## src/rtl/spi_cfg_pkg.sv

```systemverilog
`default_nettype none
// ============================================================================
// spi_cfg_pkg : word layout, state encoding and default register table
//               for the SPI configuration sequencer.
// Revision    : 1.0
// ============================================================================
package spi_cfg_pkg;

  localparam int c_word_w   = 14;
  localparam int c_addr_msb = 13;
  localparam int c_addr_lsb = 9;
  localparam int c_rw_bit   = 8;
  localparam int c_data_msb = 7;
  localparam int c_data_lsb = 0;

  typedef enum logic [2:0] {
    ST_IDLE      = 3'd0,
    ST_PWRUP     = 3'd1,
    ST_ISSUE     = 3'd2,
    ST_WAIT_DONE = 3'd3,
    ST_GAP       = 3'd4,
    ST_FINISH    = 3'd5
  } state_t;

  function automatic logic [c_word_w-1:0] build_word(input logic [4:0] addr,
                                                     input logic       rw,
                                                     input logic [7:0] data);
    logic [c_word_w-1:0] w;
    w                         = '0;
    w[c_addr_msb:c_addr_lsb]  = addr;
    w[c_rw_bit]               = rw;
    w[c_data_msb:c_data_lsb]  = data;
    return w;
  endfunction

  localparam logic [c_word_w-1:0] c_def_word_0 = build_word(5'b01001, 1'b1, 8'h00);
  localparam logic [c_word_w-1:0] c_def_word_n = build_word(5'b01011, 1'b1, 8'h00);

  function automatic logic [c_word_w-1:0] default_word(input int idx);
    return (idx == 0) ? c_def_word_0 : c_def_word_n;
  endfunction

endpackage
`default_nettype wire

```

## src/rtl/spi_cfg_table.sv

```systemverilog
`default_nettype none
// ============================================================================
// spi_cfg_table : configuration word storage with combinational read.
//                 CFG_TABLE_WR_EN selects writable flops; otherwise constants.
// Revision      : 1.0
// ============================================================================
module spi_cfg_table
  import spi_cfg_pkg::*;
#(
  parameter int NUM_REG = 32,
  parameter int IDX_W   = 5
) (
  input  logic                clk,
  input  logic                rst_n,
  input  logic                wr_en,
  input  logic                wr_allow,
  input  logic [IDX_W-1:0]    wr_addr,
  input  logic [c_word_w-1:0] wr_data,
  input  logic [IDX_W-1:0]    rd_idx,
  output logic [c_word_w-1:0] rd_data
);

`ifdef CFG_TABLE_WR_EN
  localparam logic [IDX_W:0] c_num_reg = (IDX_W+1)'(NUM_REG);

  logic [c_word_w-1:0] r_tbl [NUM_REG];

  always_ff @(posedge clk or negedge rst_n) begin
    if (!rst_n) begin
      for (int i = 0; i < NUM_REG; i++) begin
        r_tbl[i] <= default_word(i);
      end
    end else if (wr_en && wr_allow && ({1'b0, wr_addr} < c_num_reg)) begin
      r_tbl[wr_addr] <= wr_data;
    end
  end

  assign rd_data = ({1'b0, rd_idx} < c_num_reg) ? r_tbl[rd_idx] : '0;
`else
  logic w_unused;
  assign w_unused = &{1'b0, clk, rst_n, wr_en, wr_allow, wr_addr, wr_data};
  assign rd_data  = default_word(int'(rd_idx));
`endif

endmodule
`default_nettype wire

```

## src/rtl/spi_cfg_sequencer.sv

```systemverilog
`default_nettype none
// ============================================================================
// spi_cfg_sequencer : issues the configuration table word by word to the SPI
//                     serializer. Table writes enabled by CFG_TABLE_WR_EN.
// Revision          : 1.0
// ============================================================================
module spi_cfg_sequencer
  import spi_cfg_pkg::*;
#(
  parameter int NUM_REG        = 32,
  parameter int IDX_W          = 5,
  parameter int POWERUP_CYCLES = 2000,
  parameter int GAP_CYCLES     = 4,
  parameter int TIMEOUT_CYCLES = 255
) (
  input  logic                clk,
  input  logic                rst_n,
  input  logic                start,
  input  logic                abort,
  input  logic                tbl_wr_en,
  input  logic [IDX_W-1:0]    tbl_wr_addr,
  input  logic [c_word_w-1:0] tbl_wr_data,
  output logic [c_word_w-1:0] word_data,
  output logic                word_valid,
  input  logic                word_ready,
  input  logic                word_done,
  output logic                busy,
  output logic                done,
  output logic                err,
  output logic [IDX_W-1:0]    cur_idx
);

  localparam int c_cnt_max_a = (POWERUP_CYCLES > TIMEOUT_CYCLES) ? POWERUP_CYCLES : TIMEOUT_CYCLES;
  localparam int c_cnt_max   = (c_cnt_max_a > GAP_CYCLES) ? c_cnt_max_a : GAP_CYCLES;
  localparam int c_cnt_w     = $clog2(c_cnt_max + 1);

  localparam logic [c_cnt_w-1:0] c_pwrup_last   = c_cnt_w'(POWERUP_CYCLES - 1);
  localparam logic [c_cnt_w-1:0] c_timeout_last = c_cnt_w'(TIMEOUT_CYCLES - 1);
  localparam logic [c_cnt_w-1:0] c_gap_last     = c_cnt_w'(GAP_CYCLES - 1);
  localparam logic [IDX_W-1:0]   c_last_idx     = IDX_W'(NUM_REG - 1);

  state_t              r_state;
  logic [c_cnt_w-1:0]  r_cnt;
  logic [c_cnt_w-1:0]  w_cnt_inc;
  logic [IDX_W-1:0]    w_rd_idx;
  logic [c_word_w-1:0] w_rd_data;

  assign w_cnt_inc = (&r_cnt) ? r_cnt : r_cnt + c_cnt_w'(1);

  // The table is read at the index the next ISSUE will use, so word_data
  // can be loaded on the same edge that raises word_valid.
  assign w_rd_idx = (r_state == ST_GAP) ? cur_idx + IDX_W'(1) : '0;

  spi_cfg_table #(
    .NUM_REG (NUM_REG),
    .IDX_W   (IDX_W)
  ) u_table (
    .clk      (clk),
    .rst_n    (rst_n),
    .wr_en    (tbl_wr_en),
    .wr_allow (~busy),
    .wr_addr  (tbl_wr_addr),
    .wr_data  (tbl_wr_data),
    .rd_idx   (w_rd_idx),
    .rd_data  (w_rd_data)
  );

  always_ff @(posedge clk or negedge rst_n) begin
    if (!rst_n) begin
      r_state    <= ST_PWRUP;
      r_cnt      <= '0;
      cur_idx    <= '0;
      word_data  <= '0;
      word_valid <= 1'b0;
      busy       <= 1'b1;
      done       <= 1'b0;
      err        <= 1'b0;
    end else begin
      done <= 1'b0;
      if (abort) begin
        r_state    <= ST_IDLE;
        r_cnt      <= '0;
        cur_idx    <= '0;
        word_valid <= 1'b0;
        busy       <= 1'b0;
      end else begin
        case (r_state)
          ST_IDLE: begin
            if (start) begin
              r_state    <= ST_ISSUE;
              cur_idx    <= '0;
              err        <= 1'b0;
              word_valid <= 1'b1;
              word_data  <= w_rd_data;
              busy       <= 1'b1;
            end
          end
          ST_PWRUP: begin
            if (r_cnt == c_pwrup_last) begin
              r_state    <= ST_ISSUE;
              cur_idx    <= '0;
              word_valid <= 1'b1;
              word_data  <= w_rd_data;
            end else begin
              r_cnt <= w_cnt_inc;
            end
          end
          ST_ISSUE: begin
            if (word_ready) begin
              r_state    <= ST_WAIT_DONE;
              word_valid <= 1'b0;
              r_cnt      <= '0;
            end
          end
          ST_WAIT_DONE: begin
            if (word_done) begin
              r_state <= ST_GAP;
              r_cnt   <= '0;
            end else if (r_cnt == c_timeout_last) begin
              r_state <= ST_IDLE;
              err     <= 1'b1;
              busy    <= 1'b0;
            end else begin
              r_cnt <= w_cnt_inc;
            end
          end
          ST_GAP: begin
            if (r_cnt == c_gap_last) begin
              if (cur_idx == c_last_idx) begin
                r_state <= ST_FINISH;
                done    <= 1'b1;
              end else begin
                r_state    <= ST_ISSUE;
                cur_idx    <= cur_idx + IDX_W'(1);
                word_valid <= 1'b1;
                word_data  <= w_rd_data;
              end
            end else begin
              r_cnt <= w_cnt_inc;
            end
          end
          ST_FINISH: begin
            r_state <= ST_IDLE;
            busy    <= 1'b0;
          end
          default: begin
            r_state    <= ST_IDLE;
            word_valid <= 1'b0;
            busy       <= 1'b0;
          end
        endcase
      end
    end
  end

endmodule
`default_nettype wire

```

## config.mk

```make
export PLATFORM = sky130hd
export DESIGN_NAME = spi_cfg_sequencer
export DESIGN_NICKNAME = d
export VERILOG_FILES = /design/src/rtl/spi_cfg_pkg.sv /design/src/rtl/spi_cfg_table.sv /design/src/rtl/spi_cfg_sequencer.sv
export SDC_FILE = /design/constraint.sdc
export NUM_CORES = 1
export LEC_CHECK = 0
export ABC_AREA = 1
export CORE_ASPECT_RATIO = 0.9
export CORE_MARGIN = 3
export CORE_UTILIZATION = 50
export DETAILED_ROUTE_END_ITERATION = 8
export PLACE_DENSITY = 0.81
export RECOVER_POWER = 25
export SETUP_SLACK_MARGIN = 0.4
export SLEW_MARGIN = 20
export SYNTH_ARGS = -nofsm -noshare
export SYNTH_HDL_FRONTEND = slang
export SYNTH_SLANG_ARGS = --single-unit
```

## constraint.sdc

```tcl
create_clock -name clk -period 2.1 [get_ports clk]
set_input_delay 0.525 -clock clk [delete_from_list [all_inputs] [get_ports clk]]
set_output_delay 0.525 -clock clk [all_outputs]
set_load 0.02 [all_outputs]
```

==> results of run 1 <==
[worst reg2reg max path, delay by kind of cell, from the launching register on]
kind / cells / cell delay [ps]
compound gates: 1 / 130
flops: 1 / 640
buf+inv: 2 / 220
simple gates: 8 / 600
[state kept, by name (all words and copies together), names as in the netlist]
register	cells
r_cnt	11
cur_idx	5
r_state	3
word_data	2
busy	1
done	1
err	1
word_valid	1
[layout by cell type (no fill, tap or decap), types with 4 or more instances in the layout]
cell	count
nand2_1	71
a21oi_1	7
buf_6	5
dfrtp_2	5
o21ai_1	4
nand2_2	9
o21ai_2	4
inv_1	37
dlygate4sd2_1	13
nor2_4	7
buf_4	25
nand3_2	7
dfrtp_1	18
conb_1	10
nor3_1	5
nand4_1	5
nor2_1	29
inv_2	5
o21ai_0	8
nand3_1	35
[what timing repair did]
item	CTS	global route
setup buffers	4	9
pin swaps	1	13
setup endpoints to repair	34	23
gates resized for setup	31	53
cloned	0	1
[routing by layer]
metal	vias up	global-route usage, %	part of all wire, %
met5	-	0	0
met4	0	4.608	1.2
met3	9	3.191	4.8
met2	71	33.56	48
met1	985	29.07	46
li1	1047	-	-
[through the flow]
stage / area [sq um] / utilization (%) / TNS, ps
floorplan: 2044 / - / 0
global placement: 2255 / 59.59 / -79.21
detailed placement: 2255 / 59.59 / -317.5
CTS: 2347 / 62.04 / 0
global route: 2600 / 68.72 / 0
finish: 2600 / 68.72 / 0
[worst max path at each step]
stage | from | endpoint | slack [ps]
CTS | word_done | r_cnt[8]$_DFFE_PN0P_ | 400
detailed placement | abort | r_cnt[8]$_DFFE_PN0P_ | -70
floorplan | cur_idx[0]$_DFFE_PN0P_ | cur_idx[0]$_DFFE_PN0P_ | 470
global route | r_state[0]$_DFFE_PN1P_ | r_cnt[4]$_DFFE_PN0P_ | 260
global placement | abort | r_cnt[8]$_DFFE_PN0P_ | -20
finish | r_state[0]$_DFFE_PN1P_ | r_cnt[1]$_DFFE_PN0P_ | 400
[area by class of cell]
| class | instances | area, sq um | area share, % |
|---|---|---|---|
| clock inverters | 1 | 7.507 | 0.2887 |
| flip-flops and latches | 25 | 634.4 | 24.40 |
| clock buffers | 3 | 41.29 | 1.588 |
| multi-input cells | 228 | 1274 | 48.99 |
| inverters | 44 | 170.2 | 6.545 |
| repair buffers | 49 | 415.4 | 15.98 |
| well taps | 46 | 57.56 | 2.214 |
[where the power goes]
group	switching [uW]	internal (uW)
Combinational	726	549
Clock	160	135
Sequential	140	582
Total	1030	1260
[synth_stat cells]
| cell type | instances | area (sq um) |
|---|---|---|
| nor2_2 | 3 | 18.77 |
| a211oi_1 | 1 | 7.510 |
| inv_1 | 44 | 165.2 |
| nand3b_1 | 1 | 7.510 |
| buf_2 | 4 | 20.02 |
| nand3_1 | 43 | 215.2 |
| dfstp_2 | 2 | 52.55 |
| nor3_1 | 6 | 30.03 |
| dfrtp_1 | 23 | 575.6 |
| o21ai_1 | 3 | 15.01 |
| o21ai_0 | 13 | 65.06 |
| nand4_1 | 5 | 31.28 |
| ha_1 | 4 | 50.05 |
| o22ai_1 | 2 | 12.51 |
| xnor2_1 | 1 | 8.760 |
| and3_2 | 1 | 7.510 |
| a31oi_4 | 1 | 21.27 |
| buf_4 | 15 | 112.6 |
| nand2_1 | 81 | 304.0 |
| nor2_1 | 33 | 123.9 |
| xor2_1 | 3 | 26.28 |
| nor2_4 | 2 | 22.52 |
| a22oi_1 | 1 | 7.510 |
| a21oi_1 | 8 | 40.04 |
| o21bai_1 | 1 | 7.510 |
| nand2_2 | 2 | 12.51 |
| conb_1 | 1 | 3.750 |
| a21oi_2 | 2 | 17.52 |
| a31oi_1 | 1 | 6.260 |
| buf_6 | 2 | 22.52 |
[logic make-up after synthesis]
group | count (synthesis) | share of synthesized area (%)
AND/OR/NAND/NOR | 177 | 38.46
buffers and inverters | 65 | 15.93
AO/OA/AOI/OAI | 33 | 9.957
flip-flops | 25 | 31.24
XOR/XNOR | 4 | 1.743
adder cells (fa/ha/maj) | 4 | 2.489
other | 1 | 0.1865
==> flow_metrics.env, run 1 <==
export IMPL_outcome="completed"
export IMPL_vdd_drop_max_v=0.0003650
export IMPL_worstMarginPinSlew_ps=627.8
export IMPL_timing_rr_start="r_state[0]$_DFFE_PN1P_"
export IMPL_ios=49
export IMPL_cp_buffers_inverters=2
export IMPL_ys_types=30
export IMPL_whs_ps=480.7
export IMPL_cp_arrival_ps=1870
export IMPL_diodes=0
export IMPL_die_h_um=66.16
export IMPL_die_x_um=72.85
export IMPL_port_buffers=18
export IMPL_reg2reg_slack_ps=400
export IMPL_skew_ps=8.597
export IMPL_vias=2112
export IMPL_crit_type="reg2reg"
export IMPL_endpoint_kind="flip-flop"
export IMPL_grt_pass1_wl_mm=7.941
export IMPL_dpl_hpwl_mm=3.457
export IMPL_period_share_pct=81.03
export IMPL_area_growth_pct=29.31
export IMPL_drc=0
export IMPL_cts_sinks=25
export IMPL_crit_chain="nor2_4 > nand2_2 > nand2_2 > a21oi_2 > nand2_1 > nor2_4 > buf_4 > buf_6 > nand3_1 > nand2_1 > nor2_1"
export IMPL_finalHoldViolCount=0
export IMPL_die_area_sq_um=4819
export IMPL_crit_fanout=6
export IMPL_path_delay_family="flip-flops"
export IMPL_finalNetCount=381
export IMPL_gp_congestion=0.9408
export IMPL_slew_headroom_pct=58.15
export IMPL_rows=21
export IMPL_grtUsageTotal_pct=20.74
export IMPL_start_util_pct=53.14
export IMPL_hold_depth=2
export IMPL_yosysSeqAreaShare_pct=31.24
export IMPL_drtAntennaViolNets=0
export IMPL_fmax_mhz=587.7
export IMPL_wire_per_inst_um=13.06
export IMPL_coreArea_sq_um=3784
export IMPL_cpPeakStageDelay_ps=640
export IMPL_holdCritStartpoint="word_valid$_DFFE_PN0P_"
export IMPL_pwr_density_cell_nw_per_um2=881.4
export IMPL_ctsHoldBuffers=0
export IMPL_insertion_delay_ps=270
export IMPL_worst_slack_ps=398.3
export IMPL_cts_root_buf="clkbuf_8"
export IMPL_htree_num_levels=1
export IMPL_grt_overflow_total=0
export IMPL_n_fill_cell=323
export IMPL_dp_cells=378
export IMPL_synth_area_sq_um=2011
export IMPL_syn_avg_cell_area_sq_um=6.507
export IMPL_grt_pass1_vias=1810
export IMPL_hold_class="reg2reg"
export IMPL_clkSlewWorstSetupHoldPaths_ps=100
export IMPL_pre_cts_slack_ps=-73.72
export IMPL_cp_depth=11
export IMPL_cts_max_path_buffers=2
export IMPL_netlist_instances=309
export IMPL_drv_slew=0
export IMPL_yosysWarnings=0
export IMPL_drive_gt1_share_pct=26.29
export IMPL_cts_tree="done"
export IMPL_antenna_found_initial=0
export IMPL_period_needed_ps=1702
export IMPL_avgViaCountPerCell=5.333
export IMPL_reg2regPathDepth=11
export IMPL_numCtsBuffers=3
export IMPL_grt_setup_unrepaired="yes"
export IMPL_power_uw=2292
export IMPL_final_setup_viol_count=0
export IMPL_final_cells=396
export IMPL_cp_required_ps=2270
export IMPL_holdPathEnd="word_valid$_DFFE_PN0P_"
export IMPL_drtPass1Iterations=4
export IMPL_grt_max_degree=26
export IMPL_drt_wl_total_mm=5.173
export IMPL_p_leak_uw=0.001355
export IMPL_cap_violations=0
export IMPL_r2r_end="r_cnt[1]$_DFFE_PN0P_"
export IMPL_slowest_stage="dfstp_2"
export IMPL_yosys_register_bits=25
export IMPL_drt_initial_drc_count=123
export IMPL_worstSetupStartpointType="flip-flop"
Power figures use the tool's default switching activity.
==> run 2: changes to the inputs <==
==> constraint.sdc (replaced) <==
create_clock -name clk -period 1.6 [get_ports clk]
set_input_delay 0.4 -clock clk [delete_from_list [all_inputs] [get_ports clk]]
set_output_delay 0.4 -clock clk [all_outputs]
set_load 0.02 [all_outputs]
==> run 2 against run 1 <==
The run now ends with negative setup slack left. Combinational power grew 59%. Final cell count increased by 8.3%. Clock power grew 39%. Worst setup slack lost 610 ps. Global-route usage is 5.4 points higher. Sequential power is 30% higher. Design area increased by 15%. Core utilization rose by 11 points.
==> flow_metrics.env, run 2 (synthesis gave the netlist of run 1 again) <==
export IMPL_vias=2545
export IMPL_failed_checks="negative setup slack"
export IMPL_drive_gt1_share_pct=42.82
export IMPL_gp_congestion=0.9310
export IMPL_pwr_density_cell_nw_per_um2=1123
export IMPL_grt_overflow_total=0
export IMPL_cts_root_buf="clkbuf_8"
export IMPL_worstSetupStartpointType="flip-flop"
export IMPL_coreArea_sq_um=3784
export IMPL_final_cell_mix="nand2_1, buf_4, inv_1, nand3_1, nor2_1"
export IMPL_outcome="complete, but fails checks"
export IMPL_n_fill_cell=230
export IMPL_hold_class="reg2reg"
export IMPL_die_x_um=72.85
export IMPL_finalHoldViolCount=0
export IMPL_drtAntennaViolNets=0
export IMPL_numCtsBuffers=3
export IMPL_endpoint_kind="flip-flop"
export IMPL_crit_fanout=12
export IMPL_drv_slew=0
export IMPL_top_regs="r_cnt: 11 flops, cur_idx: 5 flops, r_state: 3 flops"
export IMPL_dpl_hpwl_mm=3.958
export IMPL_layout_commonest_cell="nand2_1"
export IMPL_grt_max_degree=26
export IMPL_antenna_found_initial=0
export IMPL_crit_type="reg2reg"
export IMPL_ios=49
export IMPL_drc=0
export IMPL_setup_tns_ps=-1776
export IMPL_final_cells=429
export IMPL_diodes=0
export IMPL_htree_num_levels=1
export IMPL_port_buffers=18
export IMPL_grt_setup_unrepaired="yes"
export IMPL_p_leak_uw=0.001544
export IMPL_grtUsageTotal_pct=26.16
export IMPL_start_util_pct=53.14
export IMPL_cpMostUsedCell="nand2_1"
export IMPL_cp_arrival_ps=2020
export IMPL_fmax_mhz=552.3
export IMPL_cts_max_path_buffers=2
export IMPL_cp_required_ps=1810
export IMPL_drt_wl_total_mm=7.171
export IMPL_fin_util_pct=79.33
export IMPL_slowest_stage="dfrtp_1"
export IMPL_cpPeakStageDelay_ps=460
export IMPL_cts_sinks=25
export IMPL_worst_slack_ps=-210.5
export IMPL_grt_pass1_vias=2138
export IMPL_die_area_sq_um=4819
export IMPL_crit_chain="nand2_1 > inv_1 > nand2_1 > nor2_2 > nand2_2 > nand2_1 > nor2_1 > nand3_1 > nand2_1 > inv_1 > nor2_1"
export IMPL_dp_cells=400
export IMPL_grt_pass1_wl_mm=9.804
export IMPL_wire_per_inst_um=16.72
export IMPL_largest_register_ffs=11
export IMPL_cap_violations=0
export IMPL_whs_ps=485.6
export IMPL_max_flop_register="r_cnt"
export IMPL_worstMarginPinSlew_ps=632.5
export IMPL_die_h_um=66.16
export IMPL_period_share_pct=113.2
export IMPL_slew_headroom_pct=57.83
export IMPL_insertion_delay_ps=280
export IMPL_rows=21
export IMPL_period_needed_ps=1811
export IMPL_power_uw=3370
export IMPL_clkSlewWorstSetupHoldPaths_ps=100
export IMPL_cts_tree="done"
export IMPL_vdd_drop_max_v=0.0007997
export IMPL_area_growth_pct=49.28
export IMPL_avgViaCountPerCell=5.932
export IMPL_drtPass1Iterations=6
export IMPL_skew_ps=4.626
export IMPL_finalNetCount=414
export IMPL_final_setup_viol_count=21
export IMPL_drt_initial_drc_count=294
export IMPL_ctsHoldBuffers=0
[run 2: per-stage QoR]
stage / instance area [sq um] / worst slack, ps
3_5_place_dp: 2499 / -439.8
4_1_cts: 2763 / -63.50
6_report: 3002 / -210.5
2_1_floorplan: 2127 / 90.22
5_1_grt: 3002 / -206.3
3_3_place_gp: 2499 / -385.3
[run 2: final cells by class]
cell class              instances  area (sq um)  share of cell area, %
flip-flops and latches         25         635.6                  21.18
well taps                      46         57.56                  1.917
clock buffers                   3         41.29                  1.376
clock inverters                 1         8.758                 0.2918
multi-input cells             229          1380                  45.98
inverters                      44         167.7                  5.586
repair buffers                 81         710.7                  23.68
[run 2: what timing repair did]
item                       CTS  global route
setup endpoints to repair   38            38
pin swaps                   12            20
gates resized for setup    108            48
setup buffers               11            13
gates cloned                 1             0
[run 2: metal layers]
layer	share of wire, %	track usage [%]
met5	0	0
met4	4.5	9.677
met3	11	6.991
met2	47	42.00
met1	37	33.55
[run 2: path summary, 6_finish.rpt]
path	startpoint	end	slack, ps	cells past startpoint
worst max-delay path	r_cnt[4]$_DFFE_PN0P_	r_cnt[7]$_DFFE_PN0P_	-210	11
max in group asynchronous	rst_n	r_cnt[3]$_DFFE_PN0P_	480	2
worst min register to register	busy$_DFFE_PN1P_	busy$_DFFE_PN1P_	490	2
worst max register to register	r_cnt[4]$_DFFE_PN0P_	r_cnt[7]$_DFFE_PN0P_	-210	11
worst min-delay path	busy$_DFFE_PN1P_	busy$_DFFE_PN1P_	490	2
min in group asynchronous	rst_n	cur_idx[2]$_DFFE_PN0P_	660	2
[run 2: report_power, final]
part / total, uW / switching [uW] / internal [uW]
clock network: 410 / 227 / 183
logic: 2020 / 1140 / 883
registers: 936 / 175 / 761
total: 3370 / 1540 / 1830
[run 2: worst max-delay path: cells and delay by family, from the launching register on]
kind          cells  cell delay [ps]
flops             1              460
simple gates      9             1160
buf+inv           2              120
==> run 3: changes to the inputs <==
--- a/config.mk
+++ b/config.mk
@@ -7,7 +7,7 @@
 export LEC_CHECK = 0
 export ABC_AREA = 1
 export CORE_ASPECT_RATIO = 0.9
-export CORE_MARGIN = 3
+export CORE_MARGIN = 5
 export CORE_UTILIZATION = 50
 export DETAILED_ROUTE_END_ITERATION = 8
 export PLACE_DENSITY = 0.81
==> run 3 against run 2 <==
The flow still finishes with violations (negative setup slack). Die area increased by 12%. Count of clock-buffer cells in the layout did not move. Critical path depth is the same. Critical endpoint is now r_cnt[1]$_DFFE_PN0P_. Largest power group unchanged.
==> flow_metrics.env, run 3 (synthesis gave the netlist of run 1 again) <==
export IMPL_outcome="complete, but fails checks"
export IMPL_failed_checks="negative setup slack"
export IMPL_slowest_stage="dfrtp_2"
export IMPL_drc=0
export IMPL_crit_chain="buf_6 > ha_4 > nand3_2 > nor2_1 > nand3_1 > nand2_2 > buf_4 > nor2_4 > nand3_2 > nand2_1 > nor2_1"
export IMPL_vias=2665
export IMPL_die_h_um=70.16
export IMPL_clkSlewWorstSetupHoldPaths_ps=110
export IMPL_cp_arrival_ps=2080
export IMPL_cts_tree="done"
export IMPL_htree_num_levels=1
export IMPL_final_setup_viol_count=24
export IMPL_power_uw=3803
export IMPL_wire_per_inst_um=19.53
export IMPL_coreArea_sq_um=3810
export IMPL_die_area_sq_um=5391
export IMPL_cp_required_ps=1790
export IMPL_endpoint_kind="flip-flop"
export IMPL_area_growth_pct=58.06
export IMPL_cts_sinks=25
export IMPL_fmax_mhz=529.3
export IMPL_cts_max_path_buffers=2
export IMPL_worstMarginPinSlew_ps=649.5
export IMPL_hold_depth=2
export IMPL_pwr_density_cell_nw_per_um2=1197
export IMPL_dp_cells=402
export IMPL_pre_cts_slack_ps=-417.2
export IMPL_grt_overflow_total=0
export IMPL_slew_headroom_pct=56.70
export IMPL_grt_pass1_vias=2154
export IMPL_met2_length_mm=3.880
export IMPL_grt_max_degree=26
export IMPL_crit_type="reg2reg"
export IMPL_wl_met3_um=940
export IMPL_cpPeakStageDelay_ps=470
export IMPL_crit_fanout=5
export IMPL_drt_wl_total_mm=8.575
export IMPL_top_regs="r_cnt: 11 flops, cur_idx: 5 flops, r_state: 3 flops"
export IMPL_numCtsBuffers=3
export IMPL_period_needed_ps=1889
export IMPL_reg2regPathDepth=11
export IMPL_fin_util_pct=83.42
export IMPL_skew_ps=3.874
export IMPL_largest_register_ffs=11
export IMPL_ctsHoldBuffers=0
export IMPL_hold_class="reg2reg"
export IMPL_vdd_drop_max_v=0.0008108
export IMPL_diodes=0
export IMPL_gp_congestion=0.9034
export IMPL_cap_violations=0
export IMPL_setup_tns_ps=-3556
export IMPL_avgViaCountPerCell=6.071
export IMPL_cp_buffers_inverters=2
export IMPL_grtUsageTotal_pct=22.74
export IMPL_drtPass1Iterations=5
export IMPL_switchingPower_uw=1798
export IMPL_start_util_pct=52.78
export IMPL_final_cells=439
export IMPL_final_cell_mix="nand2_1, buf_4, inv_1, buf_6, nand3_1"
export IMPL_finalHoldViolCount=0
export IMPL_path_delay_family="simple AND/OR/NAND/NOR gates"
export IMPL_clkPwrFrac_pct=11.5
export IMPL_drt_initial_drc_count=379
export IMPL_cts_root_buf="clkbuf_8"
export IMPL_ios=49
export IMPL_wl_met1_mm=3.297
export IMPL_seqPwrFrac_pct=24.8
export IMPL_rows=21
export IMPL_grt_pass1_wl_mm=10.17
export IMPL_grt_setup_unrepaired="yes"
export IMPL_combPwrFrac_pct=63.6
export IMPL_port_buffers=18
export IMPL_max_flop_register="r_cnt"
export IMPL_worst_slack_ps=-289.4
export IMPL_dpl_hpwl_mm=3.911
export IMPL_antenna_found_initial=0
export IMPL_die_x_um=76.85
export IMPL_p_int_uw=2005
export IMPL_worstSetupStartpointType="flip-flop"
export IMPL_cp_depth=11
export IMPL_finalNetCount=424
export IMPL_sw_frac_of_total_pct=47.27
export IMPL_drive_gt1_share_pct=46.06
export IMPL_layout_commonest_cell="nand2_1"
export IMPL_insertion_delay_ps=290
export IMPL_p_leak_uw=0.001599
export IMPL_maxUsedRoutingLayer="met4"
export IMPL_drtAntennaViolNets=0
export IMPL_drv_slew=0
export IMPL_period_share_pct=118.1
run 3: cell types whose count changed in the layout (fill, tap and decap cells not counted), moves of 3 or more:
cell,previous run,this run
nor2_2,8,5
nand3_1,32,28
buf_6,24,30
nor2_4,6,9
run 3: worst paths after layout:
check | slack [ps] | end | startpoint
worst max-delay path | -290 | r_cnt[1]$_DFFE_PN0P_ | r_cnt[1]$_DFFE_PN0P_
worst min-delay path | 500 | busy$_DFFE_PN1P_ | busy$_DFFE_PN1P_
worst max register to register | -290 | r_cnt[1]$_DFFE_PN0P_ | r_cnt[1]$_DFFE_PN0P_
worst min register to register | 500 | busy$_DFFE_PN1P_ | busy$_DFFE_PN1P_
max in group asynchronous | 480 | r_cnt[3]$_DFFE_PN0P_ | rst_n
min in group asynchronous | 660 | r_cnt[1]$_DFFE_PN0P_ | rst_n
run 3: cell type report:
class | instances | area [sq um]
Timing Repair Buffer | 91 | 829.5
Inverter | 44 | 167.7
Multi-Input combinational cell | 229 | 1435
Fill cell | 196 | 631.9
Clock inverter | 1 | 8.758
Sequential cell | 25 | 638.1
Clock buffer | 3 | 41.29
Tap cell | 46 | 57.56
run 3: power groups by stage:
stage | registers (uW) | clock network, uW | logic [uW]
after floorplan | 852 | 0 | 1100
after global placement | 888 | 0 | 1500
after detailed placement | 891 | 0 | 1530
after CTS | 906 | 428 | 1730
after global routing | 955 | 465 | 2570
final | 945 | 439 | 2420
run 3: tightest hold or removal path: stages, from the launching register on:
cell and delay, ps:
dfstp_2 390, nand3_1 70, nand2_1 50
run 3: what timing repair did:
action | 4_1_cts | 5_1_grt
pin swaps | 10 | 31
gates cloned | 1 | 0
endpoints found under the setup margin | 38 | 38
resized for setup | 114 | 59
setup buffers | 16 | 16
run 3: stage by stage:
step                hold WS (ps)  area, sq um
finish                     496.3         3178
floorplan                  104.4         2127
global placement           456.6         2526
CTS                        458.3         2838
detailed placement         459.7         2526
global route               528.7         3178
run 3: metal layers:
layer	vias to the layer above	GRT usage [%]
met5	-	0
met4	0	7.379
met3	55	4.627
met2	244	35.82
met1	1233	31.09
li1	1133	-
